**config.mk**
```make
export PLATFORM = sky130hd
export DESIGN_NAME = snd_rdsched_flat
export DESIGN_NICKNAME = d
export VERILOG_FILES = /design/src/rtl/snd_rdsched_if.sv /design/src/rtl/snd_rdsched.sv /design/src/flat_wrapper.sv
export SDC_FILE = /design/constraint.sdc
export NUM_CORES = 1
export LEC_CHECK = 0
export BUFFER_PORTS_ARGS = -buffer_cell sky130_fd_sc_hd__buf_4
export CAP_MARGIN = 20
export CORE_AREA = 4 4 144 146
export CTS_CLUSTER_SIZE = 10
export DETAILED_ROUTE_END_ITERATION = 12
export DIE_AREA = 0 0 148 150
export GPL_ROUTABILITY_DRIVEN = 0
export GPL_TIMING_DRIVEN = 0
export PLACE_DENSITY = 0.74
export SLEW_MARGIN = 25
export SYNTH_ARGS = -nofsm -noshare
export SYNTH_HDL_FRONTEND = slang
export SYNTH_SLANG_ARGS = --single-unit
```
**constraint.sdc**
```tcl
create_clock -name aclk -period 5.8 [get_ports aclk]
set_input_delay 0.87 -clock aclk [delete_from_list [all_inputs] [get_ports aclk]]
set_output_delay 0.87 -clock aclk [all_outputs]
set_load 0.02 [all_outputs]
```
**src/rtl/snd_rdsched_if.sv**
```systemverilog
`default_nettype none
// ============================================================================
// snd_rdsched_if : AXI read address/data channel bundle for the sound-IP
//                  read master (AR + R channels only).
// Revision 1.0
// ============================================================================
interface snd_rdsched_if;
    logic [31:0] araddr;
    logic [7:0]  arlen;
    logic        arvalid;
    logic        arready;
    logic [31:0] rdata;
    logic        rvalid;
    logic        rlast;
    logic        rready;

    modport master (
        output araddr, arlen, arvalid, rready,
        input  arready, rdata, rvalid, rlast
    );

    modport slave (
        input  araddr, arlen, arvalid, rready,
        output arready, rdata, rvalid, rlast
    );
endinterface
`default_nettype wire

```
**src/rtl/snd_rdsched.sv**
```systemverilog
`default_nettype none
// ============================================================================
// snd_rdsched : shares one AXI read master between NCH sample FIFOs; one INCR
//               burst at a time, beats steered to the granted FIFO.
// Optional macro: SND_RDSCHED_BGM_PRIO_EN (ch0 strict priority over ch1..)
// Revision 1.0
// ============================================================================
module snd_rdsched #(
    parameter int NCH        = 5,
    parameter int CNT_W      = 10,
    parameter int FIFO_DEPTH = 512
) (
    input  wire                   aclk,
    input  wire                   arst,
    input  wire                   rst,
    input  wire [NCH-1:0]         req,
    input  wire [NCH*32-1:0]      addr,
    input  wire [NCH*8-1:0]       len,
    input  wire [NCH*CNT_W-1:0]   wr_data_cnt,
    snd_rdsched_if.master         axi,
    output logic [31:0]           fifo_din,
    output logic [NCH-1:0]        fifo_wr,
    output logic [NCH-1:0]        done,
    output logic                  len_err
);

    localparam int               PTR_W   = (NCH > 1) ? $clog2(NCH) : 1;
    localparam logic [PTR_W-1:0] LAST_C  = PTR_W'(NCH - 1);
    localparam logic [CNT_W:0]   DEPTH_C = (CNT_W + 1)'(FIFO_DEPTH);

    typedef enum logic [1:0] {
        S_IDLE = 2'd0,
        S_ADDR = 2'd1,
        S_DATA = 2'd2
    } state_t;

    state_t           state;
    logic [PTR_W-1:0] grant;
    logic [PTR_W-1:0] rr_ptr;
    logic [PTR_W-1:0] next_ptr;
    logic [7:0]       beat_cnt;
    logic             supp;
    logic             sup_now;
    logic [NCH-1:0]   grant_oh;
    logic [NCH-1:0]   elig;
    logic [NCH-1:0]   cand;
    logic             pick_vld;
    logic [PTR_W-1:0] pick;
    logic [PTR_W-1:0] idx;
    logic [31:0]      sel_addr;
    logic [7:0]       sel_len;

    // A burst only fits if the whole burst lands without overflowing the FIFO.
    always_comb begin
        elig = '0;
        for (int i = 0; i < NCH; i++) begin
            elig[i] = req[i] &
                (({1'b0, wr_data_cnt[i*CNT_W +: CNT_W]} +
                  (CNT_W + 1)'(len[i*8 +: 8]) + (CNT_W + 1)'(1)) <= DEPTH_C);
        end
    end

    always_comb begin
        cand     = elig;
        pick_vld = 1'b0;
        pick     = '0;
        idx      = rr_ptr;
`ifdef SND_RDSCHED_BGM_PRIO_EN
        if (elig[0]) begin
            pick_vld = 1'b1;
        end
        cand[0] = 1'b0;
`endif
        for (int k = 0; k < NCH; k++) begin
            if (!pick_vld && cand[idx]) begin
                pick_vld = 1'b1;
                pick     = idx;
            end
            idx = (idx == LAST_C) ? '0 : idx + PTR_W'(1);
        end
    end

    always_comb begin
        sel_addr = '0;
        sel_len  = '0;
        for (int i = 0; i < NCH; i++) begin
            if (pick == PTR_W'(i)) begin
                sel_addr = addr[i*32 +: 32];
                sel_len  = len[i*8 +: 8];
            end
        end
    end

    always_comb begin
        next_ptr = (grant == LAST_C) ? '0 : grant + PTR_W'(1);
`ifdef SND_RDSCHED_BGM_PRIO_EN
        if (grant == '0) begin
            next_ptr = rr_ptr;
        end
`endif
    end

    assign grant_oh = {{(NCH-1){1'b0}}, 1'b1} << grant;
    // Once soft reset is seen during a burst, the rest of that burst is discarded.
    assign sup_now  = supp | rst;

    always_ff @(posedge aclk or posedge arst) begin
        if (arst) begin
            state       <= S_IDLE;
            grant       <= '0;
            rr_ptr      <= '0;
            beat_cnt    <= '0;
            supp        <= 1'b0;
            axi.araddr  <= '0;
            axi.arlen   <= '0;
            axi.arvalid <= 1'b0;
            axi.rready  <= 1'b0;
            fifo_din    <= '0;
            fifo_wr     <= '0;
            done        <= '0;
            len_err     <= 1'b0;
        end else begin
            fifo_wr <= '0;
            done    <= '0;
            if (rst) begin
                rr_ptr  <= '0;
                len_err <= 1'b0;
            end
            case (state)
                S_IDLE: begin
                    if (!rst && pick_vld) begin
                        grant       <= pick;
                        axi.araddr  <= sel_addr;
                        axi.arlen   <= sel_len;
                        axi.arvalid <= 1'b1;
                        beat_cnt    <= '0;
                        supp        <= 1'b0;
                        state       <= S_ADDR;
                    end
                end
                S_ADDR: begin
                    if (rst) begin
                        supp <= 1'b1;
                    end
                    if (axi.arready) begin
                        axi.arvalid <= 1'b0;
                        axi.rready  <= 1'b1;
                        state       <= S_DATA;
                    end
                end
                S_DATA: begin
                    if (rst) begin
                        supp <= 1'b1;
                    end
                    if (axi.rvalid) begin
                        fifo_din <= axi.rdata;
                        beat_cnt <= beat_cnt + 8'd1;
                        if (!sup_now) begin
                            fifo_wr <= grant_oh;
                        end
                        if (axi.rlast) begin
                            if (!sup_now) begin
                                done <= grant_oh;
                            end
                            if (!rst) begin
                                rr_ptr <= next_ptr;
                                if (beat_cnt != axi.arlen) begin
                                    len_err <= 1'b1;
                                end
                            end
                            axi.rready <= 1'b0;
                            supp       <= 1'b0;
                            state      <= S_IDLE;
                        end
                    end
                end
                default: begin
                    state <= S_IDLE;
                end
            endcase
        end
    end

endmodule
`default_nettype wire
```
**src/flat_wrapper.sv**
```systemverilog
// flat-port wrapper written by rule: the top's interface ports become plain ports
module snd_rdsched_flat 
#(
    parameter int NCH        = 5,
    parameter int CNT_W      = 10,
    parameter int FIFO_DEPTH = 512
)
  (aclk, arst, rst, req, addr, len, wr_data_cnt, fifo_din, fifo_wr, done, len_err, axi_araddr, axi_arlen, axi_arvalid, axi_rready, axi_arready, axi_rdata, axi_rvalid, axi_rlast);
  snd_rdsched_if axi_i ();
  input  wire aclk;
  input  wire arst;
  input  wire rst;
  input  wire [NCH-1:0] req;
  input  wire [NCH*32-1:0] addr;
  input  wire [NCH*8-1:0] len;
  input  wire [NCH*CNT_W-1:0] wr_data_cnt;
  output logic [31:0] fifo_din;
  output logic [NCH-1:0] fifo_wr;
  output logic [NCH-1:0] done;
  output logic len_err;
  output wire logic [$bits(axi_i.araddr)-1:0] axi_araddr;
  output wire logic [$bits(axi_i.arlen)-1:0] axi_arlen;
  output wire logic [$bits(axi_i.arvalid)-1:0] axi_arvalid;
  output wire logic [$bits(axi_i.rready)-1:0] axi_rready;
  input wire logic [$bits(axi_i.arready)-1:0] axi_arready;
  input wire logic [$bits(axi_i.rdata)-1:0] axi_rdata;
  input wire logic [$bits(axi_i.rvalid)-1:0] axi_rvalid;
  input wire logic [$bits(axi_i.rlast)-1:0] axi_rlast;
  assign axi_araddr = axi_i.araddr;
  assign axi_arlen = axi_i.arlen;
  assign axi_arvalid = axi_i.arvalid;
  assign axi_rready = axi_i.rready;
  assign axi_i.arready = axi_arready;
  assign axi_i.rdata = axi_rdata;
  assign axi_i.rvalid = axi_rvalid;
  assign axi_i.rlast = axi_rlast;
  snd_rdsched #(.NCH(NCH), .CNT_W(CNT_W), .FIFO_DEPTH(FIFO_DEPTH)) u_core (.aclk(aclk), .arst(arst), .rst(rst), .req(req), .addr(addr), .len(len), .wr_data_cnt(wr_data_cnt), .axi(axi_i), .fifo_din(fifo_din), .fifo_wr(fifo_wr), .done(done), .len_err(len_err));
endmodule
```
Yosys cells after proc, flatten, opt, wreduce, memory -nomap -nowiden. Index checks and enable logic that the tools add are counted.

Bits in registers: 102. Latch bits: 0. RAM bits: 0. Bits in read-only memories: 0. Bits of input ports: 293. Output and inout bits: 85. Logic and storage cells: 157. Memories kept: 0.

$add $sub $neg: 16. Multiply operators: 0. Div/mod/pow operators: 0. Order comparisons: 10. Eq/ne operators: 16. Shift operators: 1. Mux-type cells: 72. Bitwise operators: 6. Reduce and logical (&&, ||, !) cells: 23.

Operator list (number): two-way mux 32 bit (5); two-way mux 8 bit (7); adder 10 x 8 -> 11 bit (5); adder 11 x 1 -> 11 bit, second input constant (5); <= comparator 11 x 10 -> 1 bit, second input constant (5); two-way mux 3 bit (15); two-way mux 5 bit (6); two-way mux 1 bit (25); < comparator 3 x 4 -> 1 bit, second input constant (5); == test 3 bit, second input constant (6); case mux 8 bit (2 select lines) (1); adder 3 x 1 -> 3 bit, second input constant (5); binary-select mux 1 bit (select 3 bit) (5); adder 8 x 1 -> 8 bit, second input constant (1); two-way mux 2 bit (4); inequality test 8 bit (1); AND reduction 4 bit (2); == test 3 x 2 -> 1 bit, second input constant (2); inequality test 2 bit, second input constant (3); case mux 2 bit (3 select lines) (1); AND reduction 2 bit (3); AND reduction 3 bit (2); nonzero test 2 bit (3); bitwise AND 1 bit (5); 13 further kinds (22).

Logic depth before layout (Yosys ltp).
Word-level depth: 25. Depth in mapped cells: 22. Gate-level depth less buffers: 19.

Worst setup path before layout. OpenSTA, ideal clock, no wires.

Path kind: reg2reg. From: reg u_core.rr_ptr[0]. To: reg u_core.axi.araddr[0]. Library setup time: 0.126 ns. Arrival: 5.200 ns. Required time: 5.674 ns. Setup slack: 0.474 ns. Cell stages (with the launch flop): 21. Buffers on the path: 2. Period minus slack after synthesis: 5.326 ns. Cells stage by stage: dfrtp_1 clkbuf_1 inv_1 ha_1 a21oi_1 inv_1 ha_1 o21ai_0 a22o_1 inv_1 ha_1 a211oi_1 mux2i_1 or3_1 o221a_4 o211a_4 or4_1 a22oi_1 buf_6 mux4_2 a221o_1.

Longest elaborated chain between the ends: 21. Elaborated cells on any way between the ends: 52. Those cells by class: add/sub (4); eq/ne (8); mux (29); reduce/logical (11).

Ends and longest elaborated chain: start, declared (line snd_rdsched.sv:39) `logic [PTR_W-1:0] rr_ptr;`; start signal, assigned (line snd_rdsched.sv:166) `rr_ptr <= next_ptr;`; branches (longest 21 deep; another with adder 3 x 1 -> 3 bit); end signal, assigned (line snd_rdsched.sv:133) `axi.araddr <= sel_addr;`; end, declared (line snd_rdsched_if.sv:18) `output araddr, arlen, arvalid, rready,`.

Several ways; the timed one is not identified. The select of a mux whose other input is x is not followed. A chain may end at the register's enable or synchronous reset.

Final worst setup path.
From: reg u_core.rr_ptr[0]. To: reg u_core.axi.arlen[3].

Longest elaborated chain between the ends: 21. Elaborated cells on any way between the ends: 52. Those cells by class: add/sub (4); eq/ne (8); mux (29); reduce/logical (11).

Ends and longest elaborated chain: branches (longest 21 deep; another with adder 3 x 1 -> 3 bit); end signal, assigned (line snd_rdsched.sv:134) `axi.arlen <= sel_len;`; end, declared (line snd_rdsched_if.sv:18).

Several ways; the timed one is not identified. The select of a mux whose other input is x is not followed.

==> flow_metrics.py <==
metrics = {
    "floorplan": {
        "die_x_um": 148,
        "start_util_pct": 42.87,
        "die_y_um": 150,
        "row_count": 51,
        "dieArea_sq_um": 22200,
        "core_sq_um": 19400,
        "ios": 378,
    },
    "clock_network": {
        "insertion_delay_ps": 350,
        "cts_buffers": 9,
        "clk_path_buf_depth": 2,
        "clkSinkCount": 102,
        "clk_pin_slew_ps": 80,
        "cts_tree": "built",
        "h-tree-depth": 3,
        "clockRootBuffer": "clkbuf_16",
    },
    "final_layout": {
        "area_growth_pct": 42.49,
        "layout_commonest_cell": "buf_4",
        "ff_latch_area_sq_um": 2555,
        "drive_above_1_share_pct": 42.49,
        "n_fill_cell": 1689,
        "final_cell_mix": "378 x buf_4, 100 x dfrtp_1, 56 x ha_1",
        "fin_nets": 1549,
        "design_area_sq_um": 11850,
        "multi_input_area_sq_um": 5416,
    },
    "placed_design": {
        "dp_hpwl_um": 26700,
        "placed_cell_area_sq_um": 11500,
        "place_ws_ps": -667.7,
        "portBuffers": 376,
    },
    "synth": {
        "avgSynthCellArea_sq_um": 10.25,
        "synth_edf_count": 0,
        "syn_area_sq_um": 8317,
        "yosys.area.top_type": "dfrtp_1",
        "ys.flop_type": "dfrtp_1",
        "ys_seq_area_share_pct": 30.69,
        "synth_area_leaders": "dfrtp_1 31%, mux4_2 11%, ha_1 8.4%",
        "ys_warn_count": 0,
        "synth_seq_cells": 102,
        "synth_nets": 1160,
        "synth_top_cell_area_share_pct": 30.69,
        "synthArstFlopShare_pct": 100.0,
        "synthDistinctLibCells": 83,
        "syn_inst": 811,
    },
    "timing": {
        "finalClockSkew_ps": 12.40,
        "slew_violations": 0,
        "rsz0062_at_grt": "false",
        "setup_viol": 0,
        "worstMarginPinSlew_ps": 736.7,
        "final.period_utilization_pct": 94.67,
        "period_needed_ps": 5491,
        "max_freq_mhz": 182.1,
        "relSlewSlack_pct": 50.73,
        "timing.setup.tns_ps": 0,
        "fin_ws_ps": 309.4,
        "hold_violations": 0,
    },
    "drt": {
        "wl_met2_um": 16040,
        "wl_per_cell_um": 21.75,
        "drt_iter0_markers": 551,
        "wl_met3_um": 2648,
        "drcViolationCount": 0,
        "first_pass_iters": 5,
        "viasPerCell": 5.827,
        "vias": 8571,
        "drtAntennaViolNets": 0,
        "maxUsedRoutingLayer": "met5",
        "wl_um": 31990,
        "met1_length_um": 12360,
    },
    "global_route": {
        "grt_usage_pct": 27.32,
        "antenna_found_initial": 1,
        "grt_pass1_wl_um": 47510,
        "gr-total-overflow": 0,
        "grt_max_degree": 77,
        "grt_pass1_vias": 8461,
    },
    "worst_setup_path": {
        "cp_slowest_cell": "dfrtp_2",
        "crit_buf_inv": 5,
        "r2r_end": "u_core.axi.arlen[3]$_DFFE_PP0P_",
        "slowest_delay_ps": 510,
        "end_kind": "flip-flop",
        "path_max_fanout": 11,
        "path_delay_family": "compound AO/OA/AOI/OAI gates",
        "crit_required_ps": 6030,
        "critPathArrivalTime_ps": 5720,
        "reg2reg_from": "u_core.rr_ptr[0]$_DFF_PP0_",
        "startpoint_type": "flip-flop",
        "criticalPathCategory": "reg -> reg",
        "r2r_cells": 20,
        "r2r_slack_ps": 310,
        "path_cells": "inv_1, ha_1, a21oi_4, inv_1, ha_1, o21ai_0, a22o_2, inv_1, ha_1, a211oi_2, mux2i_1, or3_1, o221a_4, o211a_4, or4_1, a22oi_2, buf_4, buf_6, mux4_2, a221o_1",
    },
    "power": {
        "vdd.ir_drop.worst_mv": 0.1396,
        "power_density_nw_per_um2": 395.2,
        "p_leak_uw": 0.005747,
        "power_uw": 4684,
    },
    "flow_run": {
        "maxCapViolCount": 0,
    },
    "outcome": {
        "status": "complete, no violations",
    },
    "hold_path": {
        "min_path_type": "in -> async",
    },
}
## metrics by stage
stage | cells | utilization, % | hold slack, ps
6_report | 1471 | 61.09 | 474.4
5_1_grt | 1470 | 61.07 | 496.6
4_1_cts | 1469 | 60.96 | 480.5
3_5_place_dp | 1453 | 59.30 | 496.7
3_3_place_gp | 1452 | 59.13 | 488.4
2_1_floorplan | 811 | - | 480.7
## cell usage after synthesis (13+ instances only)
master    instances
nand3_1          21
mux4_2           39
xnor2_1          13
a21oi_1          34
inv_1            43
nand2_1          33
a21o_1           17
ha_1             56
a221o_1          40
mux2_2           34
clkbuf_1         26
dfrtp_1         102
o21ai_0          30
nor3_1           13
nor2_1           48
and3_1           46
## what timing repair did
action	in CTS	in global routing
pin swaps	1	1
endpoints found under the setup margin	46	47
hold buffers	0	0
buffers inserted	1	1
resized for setup	4	4
## registers in the layout, indices dropped and copies added (netlist names)
register            cells
u_core.grant            3
u_core.fifo_wr          5
u_core.supp             1
u_core.done             5
u_core.fifo_din        32
u_core.axi.arvalid      1
u_core.rr_ptr           3
u_core.axi.araddr      32
u_core.beat_cnt         8
u_core.axi.arlen        8
u_core.state            2
u_core.len_err          1
u_core.axi.rready       1
## cell type report
class / count / area share, %
multi-input combinational: 626 / 45.71
timing repair buffer: 379 / 24.18
sequential: 102 / 21.56
tap: 265 / 2.798
clock buffer: 10 / 1.932
buffer: 39 / 1.806
inverter: 43 / 1.404
clock inverter: 6 / 0.5913
antenna: 1 / 0.02112
## power by group
group          switching (uW)  leakage (uW)  total (uW)  internal, uW
Clock                     272      0.000141         611           339
Combinational            1490       0.00432        2880          1380
Sequential                201       0.00128        1200           995
Total                    1970       0.00575        4680          2720
## layer usage
metal / vias up / track usage [%]
li1: 3959 / -
met1: 4168 / 33.15
met2: 373 / 47.55
met3: 69 / 7.056
met4: 2 / 8.915
met5: - / 0
## how the worst max path moves through the flow
| stage | start | end | slack, ps | cells past startpoint |
|---|---|---|---|---|
| 4_1_cts | u_core.rr_ptr[0]$_DFF_PP0_ | u_core.axi.arlen[3]$_DFFE_PP0P_ | 110 | 20 |
| 2_1_floorplan | u_core.rr_ptr[0]$_DFF_PP0_ | u_core.axi.araddr[0]$_DFFE_PP0P_ | 470 | 20 |
| 3_5_place_dp | u_core.rr_ptr[0]$_DFF_PP0_ | u_core.axi.araddr[2]$_DFFE_PP0P_ | -670 | 20 |
| 6_report | u_core.rr_ptr[0]$_DFF_PP0_ | u_core.axi.arlen[3]$_DFFE_PP0P_ | 310 | 20 |
| 3_3_place_gp | u_core.rr_ptr[0]$_DFF_PP0_ | u_core.axi.araddr[2]$_DFFE_PP0P_ | -550 | 20 |
| 5_1_grt | u_core.rr_ptr[0]$_DFF_PP0_ | u_core.axi.arlen[4]$_DFFE_PP0P_ | 60 | 20 |
## logic make-up after synthesis
| family | Yosys count | share of synthesized area (%) |
|---|---|---|
| compound gates | 225 | 21.53 |
| fa+ha+maj | 56 | 8.425 |
| mux | 82 | 16.49 |
| buf+inv | 83 | 4.558 |
| flops | 102 | 30.69 |
| simple gates | 238 | 15.68 |
| xor+xnor | 25 | 2.633 |
Note: power is estimated with default switching activity, not from simulation.
